**config.mk**
```make
export PLATFORM = sky130hd
export DESIGN_NAME = seg_scan_ctrl
export DESIGN_NICKNAME = d
export VERILOG_FILES = /design/src/rtl/seg_scan_ctrl.sv
export SDC_FILE = /design/constraint.sdc
export NUM_CORES = 1
export LEC_CHECK = 0
export BUFFER_PORTS_ARGS = -buffer_cell sky130_fd_sc_hd__buf_2
export CORE_AREA = 2 2 77 116
export DETAILED_ROUTE_END_ITERATION = 12
export DIE_AREA = 0 0 79 118
export GPL_TIMING_DRIVEN = 0
export HOLD_SLACK_MARGIN = 0.08
export PLACE_DENSITY_LB_ADDON = 0.08
export SETUP_SLACK_MARGIN = 0.05
export SYNTH_ARGS = -nofsm -noshare
export SYNTH_HDL_FRONTEND = slang
export SYNTH_SLANG_ARGS = --single-unit
```
**constraint.sdc**
```tcl
create_clock -name clk -period 3.1 [get_ports clk]
set_input_delay 0.31 -clock clk [delete_from_list [all_inputs] [get_ports clk]]
set_output_delay 0.31 -clock clk [all_outputs]
set_load 0.005 [all_outputs]
```
**src/rtl/seg_scan_ctrl.sv**
```systemverilog
// Time-multiplexed scan controller for an N-digit common-bus 7-segment display.
// Scans one digit at a time with a blanking gap and swaps in new values only at frame boundaries.
module seg_scan_ctrl #(
  parameter int NUM_DIGITS   = 6,
  parameter int CLK_DIV      = 5000,
  parameter int BLANK_CYCLES = 50
) (
  input  logic                    clk,
  input  logic                    rst,
  input  logic                    enable,
  input  logic                    lz_en,
  input  logic                    load,
  input  logic [4*NUM_DIGITS-1:0] bcd_in,
  input  logic [NUM_DIGITS-1:0]   dot_in,
  output logic [3:0]              bcd_out,
  output logic                    dot_out,
  output logic [NUM_DIGITS-1:0]   digit_sel,
  output logic                    frame_done,
  output logic [1:0]              dbg_state,
  output logic                    dbg_pending
);

  localparam int IW = $clog2(NUM_DIGITS);
  localparam int CW = $clog2(CLK_DIV);
  localparam logic [CW-1:0] SHOW_LAST  = CW'(CLK_DIV - 1);
  localparam logic [CW-1:0] BLANK_LAST = CW'(BLANK_CYCLES - 1);
  localparam logic [IW-1:0] IDX_LAST   = IW'(NUM_DIGITS - 1);

  typedef enum logic [1:0] {
    ST_OFF   = 2'd0,
    ST_BLANK = 2'd1,
    ST_SHOW  = 2'd2
  } state_e;

  state_e                  state;
  logic [IW-1:0]           idx;
  logic [CW-1:0]           cnt;
  logic [4*NUM_DIGITS-1:0] disp_bcd;
  logic [NUM_DIGITS-1:0]   disp_dot;
  logic [4*NUM_DIGITS-1:0] pend_bcd;
  logic [NUM_DIGITS-1:0]   pend_dot;
  logic                    pending;

  logic                    commit;
  logic [4*NUM_DIGITS-1:0] next_bcd;
  logic [NUM_DIGITS-1:0]   next_dot;
  logic                    next_pending;
  logic [3:0]              sel_bcd;
  logic                    sel_dot;
  logic                    sel_zero_run;
  logic                    all_zero;
  logic [NUM_DIGITS-1:0]   sel_onehot;

  assign dbg_state   = state;
  assign dbg_pending = pending;
  assign sel_onehot  = {{(NUM_DIGITS-1){1'b0}}, 1'b1} << idx;

  // The swap window is the first BLANK cycle of a new frame (frame_done high) or
  // any OFF cycle; a LOAD landing in that window bypasses the pending register.
  always_comb begin
    commit       = frame_done || (state == ST_OFF);
    next_bcd     = disp_bcd;
    next_dot     = disp_dot;
    next_pending = pending | load;
    if (commit) begin
      next_pending = 1'b0;
      if (load) begin
        next_bcd = bcd_in;
        next_dot = dot_in;
      end else if (pending) begin
        next_bcd = pend_bcd;
        next_dot = pend_dot;
      end
    end
  end

  // Walk from the top digit down so all_zero covers the digit and everything above it.
  always_comb begin
    sel_bcd      = 4'hF;
    sel_dot      = 1'b0;
    sel_zero_run = 1'b0;
    all_zero     = 1'b1;
    for (int j = NUM_DIGITS - 1; j >= 0; j--) begin
      all_zero = all_zero && (next_bcd[4*j +: 4] == 4'h0);
      if (idx == IW'(j)) begin
        sel_bcd      = next_bcd[4*j +: 4];
        sel_dot      = next_dot[j];
        sel_zero_run = all_zero && (j != 0);
      end
    end
  end

  always_ff @(posedge clk or posedge rst) begin
    if (rst) begin
      state      <= ST_BLANK;
      idx        <= '0;
      cnt        <= '0;
      disp_bcd   <= '0;
      disp_dot   <= '0;
      pend_bcd   <= '0;
      pend_dot   <= '0;
      pending    <= 1'b0;
      digit_sel  <= '0;
      bcd_out    <= 4'hF;
      dot_out    <= 1'b0;
      frame_done <= 1'b0;
    end else begin
      disp_bcd   <= next_bcd;
      disp_dot   <= next_dot;
      pending    <= next_pending;
      frame_done <= 1'b0;
      if (load) begin
        pend_bcd <= bcd_in;
        pend_dot <= dot_in;
      end
      if (!enable) begin
        state     <= ST_OFF;
        idx       <= '0;
        cnt       <= '0;
        digit_sel <= '0;
        bcd_out   <= 4'hF;
        dot_out   <= 1'b0;
      end else begin
        case (state)
          ST_OFF: begin
            state <= ST_BLANK;
            idx   <= '0;
            cnt   <= '0;
          end
          ST_BLANK: begin
            if (cnt == BLANK_LAST) begin
              state     <= ST_SHOW;
              cnt       <= '0;
              digit_sel <= sel_onehot;
              bcd_out   <= (lz_en && sel_zero_run) ? 4'hF : sel_bcd;
              dot_out   <= sel_dot;
            end else begin
              cnt <= cnt + 1'b1;
            end
          end
          ST_SHOW: begin
            if (cnt == SHOW_LAST) begin
              state      <= ST_BLANK;
              cnt        <= '0;
              digit_sel  <= '0;
              bcd_out    <= 4'hF;
              dot_out    <= 1'b0;
              frame_done <= (idx == IDX_LAST);
              idx        <= (idx == IDX_LAST) ? '0 : idx + 1'b1;
            end else begin
              cnt <= cnt + 1'b1;
            end
          end
          default: begin
            state     <= ST_OFF;
            digit_sel <= '0;
            bcd_out   <= 4'hF;
            dot_out   <= 1'b0;
          end
        endcase
      end
    end
  end

endmodule

```
# Word level (Yosys, flattened, before mapping)

Cells that the tools add are included.

Add/subtract/negate cells: 2
Eq/ne operators: 14
Shifts and indexed selects: 1
Muxes and demuxes: 53
Bitwise logic cells: 1
Reductions and logical operators: 16

Operators with widths:

| cell                    | number |
|---|---|
| $mux W24                | 3 |
| $mux W4                 | 10 |
| $mux W13                | 3 |
| $pmux W13 S3            | 1 |
| $mux W6                 | 6 |
| $logic_not A4 Y1        | 5 |
| $mux W1                 | 19 |
| $pmux W6 S3             | 1 |
| $add A13 B1 Y13 const B | 1 |
| $eq A13 B13 Y1 const B  | 1 |
| $eq A13 B6 Y1 const B   | 1 |
| $pmux W4 S3             | 1 |
| $mux W3                 | 3 |
| $eq A3 B2 Y1 const B    | 2 |
| $eq A3 B3 Y1 const B    | 2 |
| $mux W2                 | 3 |
| $ne A3 B3 Y1 const B    | 2 |
| $pmux W2 S3             | 1 |
| $pmux W3 S2             | 1 |
| $shl A1 B3 Y6 const A   | 1 |
| $logic_and A1 B1 Y1     | 5 |
| $ne A4 B1 Y1 const B    | 1 |
| $reduce_and A2 Y1       | 2 |
| $add A3 B1 Y3 const B   | 1 |
| 11 further kinds        | 11 |

Register bits: 91
Input bits: 35
Output and inout bits: 15
Word-level logic and storage cells: 99

# Logic depth before layout (Yosys ltp)

Word-level depth: 15
Depth in mapped cells: 11
Mapped depth without buffers: 8

# Worst setup path before layout

No wires, ideal clock.

Path type: register to register
From: register state[0], in the netlist dbg_state[0]
To: register bcd_out[0]
Setup time: 59 ps
Arrival: 2495 ps
Required time: 3041 ps
Setup slack: 546 ps
Stages on the path, launching flop included: 10
Buffers on the path: 1
Clock period less this slack: 2554 ps
Cells stage by stage: dfstp_2 > inv_1 > ha_1 > buf_2 > o21ai_1 > o22ai_2 > o41a_1 > a2111o_1 > nor4_4 > o32a_2

Cells in the longest elaborated chain, start to end: 15
Elaborated cells between the ends (all ways): 35
Classes of those cells: 5 x eq/ne; 17 x mux; 13 x reduce/logical

RTL lines:

| item                                                               | line    | source |
|---|---|---|
| start: declaration                                                 | 35      | `state_e state;` |
| start signal: assignment                                           | 95      | `state <= ST_BLANK;` |
| start signal: assignment                                           | 117     | `state <= ST_OFF;` |
| start signal: assignment                                           | 126     | `state <= ST_BLANK;` |
| $logic_not A2 Y1                                                   | 61, 124 |  |
| $logic_or A1 B1 Y1                                                 | 61      | `commit = frame_done \|\| (state == ST_OFF);` |
| $mux W24                                                           | 65      | `if (commit) begin` |
| $logic_not A4 Y1                                                   | 84      | `all_zero = all_zero && (next_bcd[4*j +: 4] == 4'h0);` |
| $mux W1 / $logic_and A1 B1 Y1 (equally long branches) (4 in a row) | 85, 84  |  |
| $mux W1 (2 in a row)                                               | 85      | `if (idx == IW'(j)) begin` |
| $logic_and A1 B1 Y1                                                | 135     | `bcd_out <= (lz_en && sel_zero_run) ? 4'hF : sel_bcd;` |
| $mux W4                                                            | 135     |  |
| $mux W4                                                            | 131     | `if (cnt == BLANK_LAST) begin` |
| $pmux W4 S3                                                        | 124     | `case (state)` |
| $mux W4                                                            | 116     | `if (!enable) begin` |
| end signal: assignment                                             | 135     |  |
| end: declaration                                                   | 15      | `output logic [3:0] bcd_out,` |

Several ways; a longest one is shown, not always the timed one. The select of a mux whose other input is x is not followed.
A chain may end at the register's enable or synchronous reset.

# Worst setup path in the final report

From: register state[1], in the netlist dbg_state[1]
To: register bcd_out[1]

Elaborated cells between the ends (all ways): 35
Classes of those cells: 5 x eq/ne; 17 x mux; 13 x reduce/logical

RTL lines:

| item                  | line | source |
|---|---|---|
| $logic_not A2 Y1      | 61   |  |
| $logic_or A1 B1 Y1    | 61   |  |
| $mux W24              | 65   |  |
| named net next_bcd[1] | 45   | `logic [4*NUM_DIGITS-1:0] next_bcd;` |
| $mux W4               | 85   |  |
| $mux W4               | 135  |  |
| $mux W4               | 131  |  |
| $pmux W4 S3           | 124  |  |
| $mux W4               | 116  |  |

The timed path passes the listed nets, and every way through them passes these cells. The select of a mux whose other input is x is not followed.

==> summary.txt <==
Finish
  – Diodes inserted: 0
  – Fin area: about 5300 sq um
  – Post-layout instance count excluding filler cells: roughly 610
  – Synthesis-to-finish area growth: 16.9%
  – Layout cells sized above 1: 26.4%
  – Number of nets in the layout: 541
  – FF+latch area: 2280 sq um
  – Fillers: around 710
  – Area of the multi-input gates: 2040 sq um

Setup path
  – Critical Path Sink Type: flop
  – CP Buf/Inv Count: 4
  – CP max-delay cell: buf_1
  – Req. time, crit path: between 3000 and 4000 ps
  – Worst Path Arrival: 3120 ps
  – Worst-path maximum fanout: 10
  – Crit Path Category: flop to flop
  – CP delay by family, top: buffers and inverters
  – Nature of the critical path startpoint: flop
  – CP peak stage delay: 450 ps
  – CP Cell Sequence: inv_1 > ha_1 > o22a_1 > buf_6 > buf_2 > buf_1 > nand2_1 > nand2_1 > mux2i_1 > o311ai_0 > o22a_1

Synth
  – Syn. warnings: 0
  – Post-synthesis cell count: roughly 440
  – Synth top cells by count: dfrtp_1 (86), nand2_1 (62), o21ai_0 (37)
  – Sequential fraction of the synthesis area: between 50% and 60%
  – Most frequent cell after synthesis: dfrtp_1
  – Netlist cell types: 68
  – Mapped Area: around 4500 sq um
  – Synth Register Bits: slightly above 90
  – Top cell type's share of synthesized area: 47.9%
  – Synth Net Count: 479
  – FFs w/ async S/R, synth: 100%
  – Most used DFF post-synth: dfrtp_1
  – Mean post-synth cell area: between 10 and 15 sq um
  – EDFF count, synth: 0
  – Synth area leader: dfrtp_1
  – Largest cells by area after synthesis: dfrtp_1 (48%), mux2_2 (8.0%), nand2_1 (5.2%)

Power and ir drop
  – Sequential share of power: between 30% and 40%
  – VDD IR max: 541 uV
  – Leakage Power: ~2.4 nW
  – Switch share: between 30 and 40%
  – P_sw: about 1.4 mW
  – PwrDens: a little under 800 nW/um^2
  – Power Total: 4.13 mW
  – Comb pwr share: between 30% and 40%
  – Clock power frac: 28.8%
  – Internal Power: approximately 2.7 mW

Routing
  – Detail Route met2 WL: around 6.2 mm
  – DRC viols: 0
  – Routed met3 length: 391 microns
  – Avg Vias per Cell: around 5.9
  – DR iter-0 viols: between 200 and 250
  – DRT Pass-1 Iters: 5
  – Top Layer Used: met4
  – DR vias: roughly 3600
  – DR WL/cell: approximately 18 microns
  – Post-Route WL: roughly 11 mm
  – M1 WL: approximately 4.4 mm
  – Post-route ant nets: 0

Placement
  – Placement Cell Area: 4900 sq um
  – Pre-CTS setup slack: 163 ps
  – Post-Place Cells: 594
  – Placed wire-length estimate: around 8.3 mm
  – Gpl congestion: 0.845
  – Port Buf Inserts: slightly below 50

STA
  – Worst slew margin: 61.9%
  – Worst-Margin Slew: about 570 ps
  – Min setup slack post-route: ~270 ps
  – Fin. Hold Viols: 0
  – Final Skew: 5.37 ps
  – Final setup violating endpoints: 0
  – Unrepaired setup endpoints after global routing: no
  – Total Neg Setup Slack: 0 ps
  – Final period util: around nine tenths
  – Achievable frequency: 0.353 GHz
  – Max Slew Vio Count: 0
  – Final Critical Period: 2830 ps

Worst hold path
  – Hold Path Class: primary input to flop

Die
  – # IOs: 50
  – Placement Rows: 41
  – Die H: roughly 120 microns
  – Die X-Extent: roughly 80 microns
  – Die footprint: 9320 sq um
  – Starting density of the core: 54.1%
  – Total core area: 8310 sq um

Global routing
  – Initial antenna violation count: 0
  – First-pass GRT wire length: ~19 mm
  – Vias in the first global route: ~3600
  – Gr usage total: approximately a quarter
  – Remaining global-route overflow: 0
  – Largest net degree at the start of global routing: 56

Clocking
  – Setup Buffers After CTS: 0
  – CTS Sinks: 91
  – CTS tree: yes
  – Total CTS buffers: 9
  – # H-tree levels: 3
  – Worst-case clock buffer depth: 2
  – Worst-path clk slew: 60 ps
  – Clk_lat worst skew: between 300 and 400 ps
  – Root Buffer: clkbuf_16

Run
  – Maxcap violations: 0

Outcome
  – Status: finished clean
-- area by class of cell --
| class | count | share of cell area (%) |
|---|---|---|
| buffer | 23 | 2.24 |
| clock buffer | 10 | 4.55 |
| timing repair buffer | 51 | 5.38 |
| multi-input combinational | 305 | 38.8 |
| inverter | 18 | 1.33 |
| tap | 107 | 2.55 |
| sequential | 91 | 43.5 |
| clock inverter | 6 | 1.69 |
-- logic make-up (layout without fill, tap and decap cells) --
kind of cell    count (synthesis)  after routing  share of synthesized area (%)
compound gates                 98             98                           14.3
buf+inv                        41            108                           4.07
fa+ha+maj                       7              7                           1.95
xor+xnor                        3              3                          0.585
mux                            43             43                           10.8
flops                          91             91                           50.8
simple gates                  154            154                           17.5
-- final timing paths --
path / slack (ps) / startpoint / end / cells after the start
max: 270 / dbg_state[1] / bcd_out[1] / 11
min: 200 / dot_in[4] / pend_dot[4] / 3
max reg2reg: 270 / dbg_state[1] / bcd_out[1] / 11
min reg2reg: 480 / disp_dot[3] / disp_dot[3] / 2
max in group asynchronous: 1940 / rst / pend_bcd[1] / 4
min in group asynchronous: 540 / rst / pend_dot[4] / 3
-- placed cells by master (no fill, tap or decap), types with 8 or more instances in the layout --
cell type,count
a21oi_1,11
buf_2,56
clkbuf_1,8
clkbuf_16,9
dfrtp_1,86
inv_1,16
mux2_2,32
mux2i_1,9
nand2_1,62
nand2b_1,10
nand3_1,8
nor2_1,23
nor3_1,10
nor4_1,8
o21ai_0,37
o22ai_1,8
-- worst register-to-register path, stage by stage (launching register included) --
cell and delay [ps]:
dfrtp_1 410, inv_1 110, ha_1 230, o22a_1 190
buf_6 150, buf_2 270, buf_1 450, nand2_1 110
nand2_1 140, mux2i_1 90, o311ai_0 430, o22a_1 190
-- through the flow --
stage	utilization (%)	hold slack, ps
after floorplan	-	435
after global placement	58.6	462
after detailed placement	59.0	371
after CTS	63.1	199
after global routing	63.2	212
final	63.2	199
-- layer usage --
metal | GRT usage, % | up-vias
met5 | 0 | -
met4 | 10.5 | 0
met3 | 4.37 | 18
met2 | 46.3 | 106
met1 | 30.2 | 1794
li1 | - | 1690
-- timing repair --
action	CTS	global route
setup endpoints to repair	0	4
resized for setup	0	6
hold endpoints to repair	31	0
hold buffers	1	0
-- power groups by stage --
stage               logic (mW)  registers [mW]  clock network (mW)
global placement          1.26            1.62                   0
global route              1.45            1.64                1.27
finish                    1.33            1.61                1.19
detailed placement        1.30            1.63                   0
CTS                       1.31            1.61                1.21
floorplan                0.920            1.60                   0
-- flip-flops by register name, summed over array words and instances, names as in the netlist --
signal and count:
disp_bcd 24, cnt 13, pend_bcd 24, digit_sel 6
idx 3, frame_done 1, disp_dot 6, dbg_state 2
bcd_out 4, dot_out 1, pend_dot 6, dbg_pending 1
No activity file was read; power rests on OpenSTA's default activity.
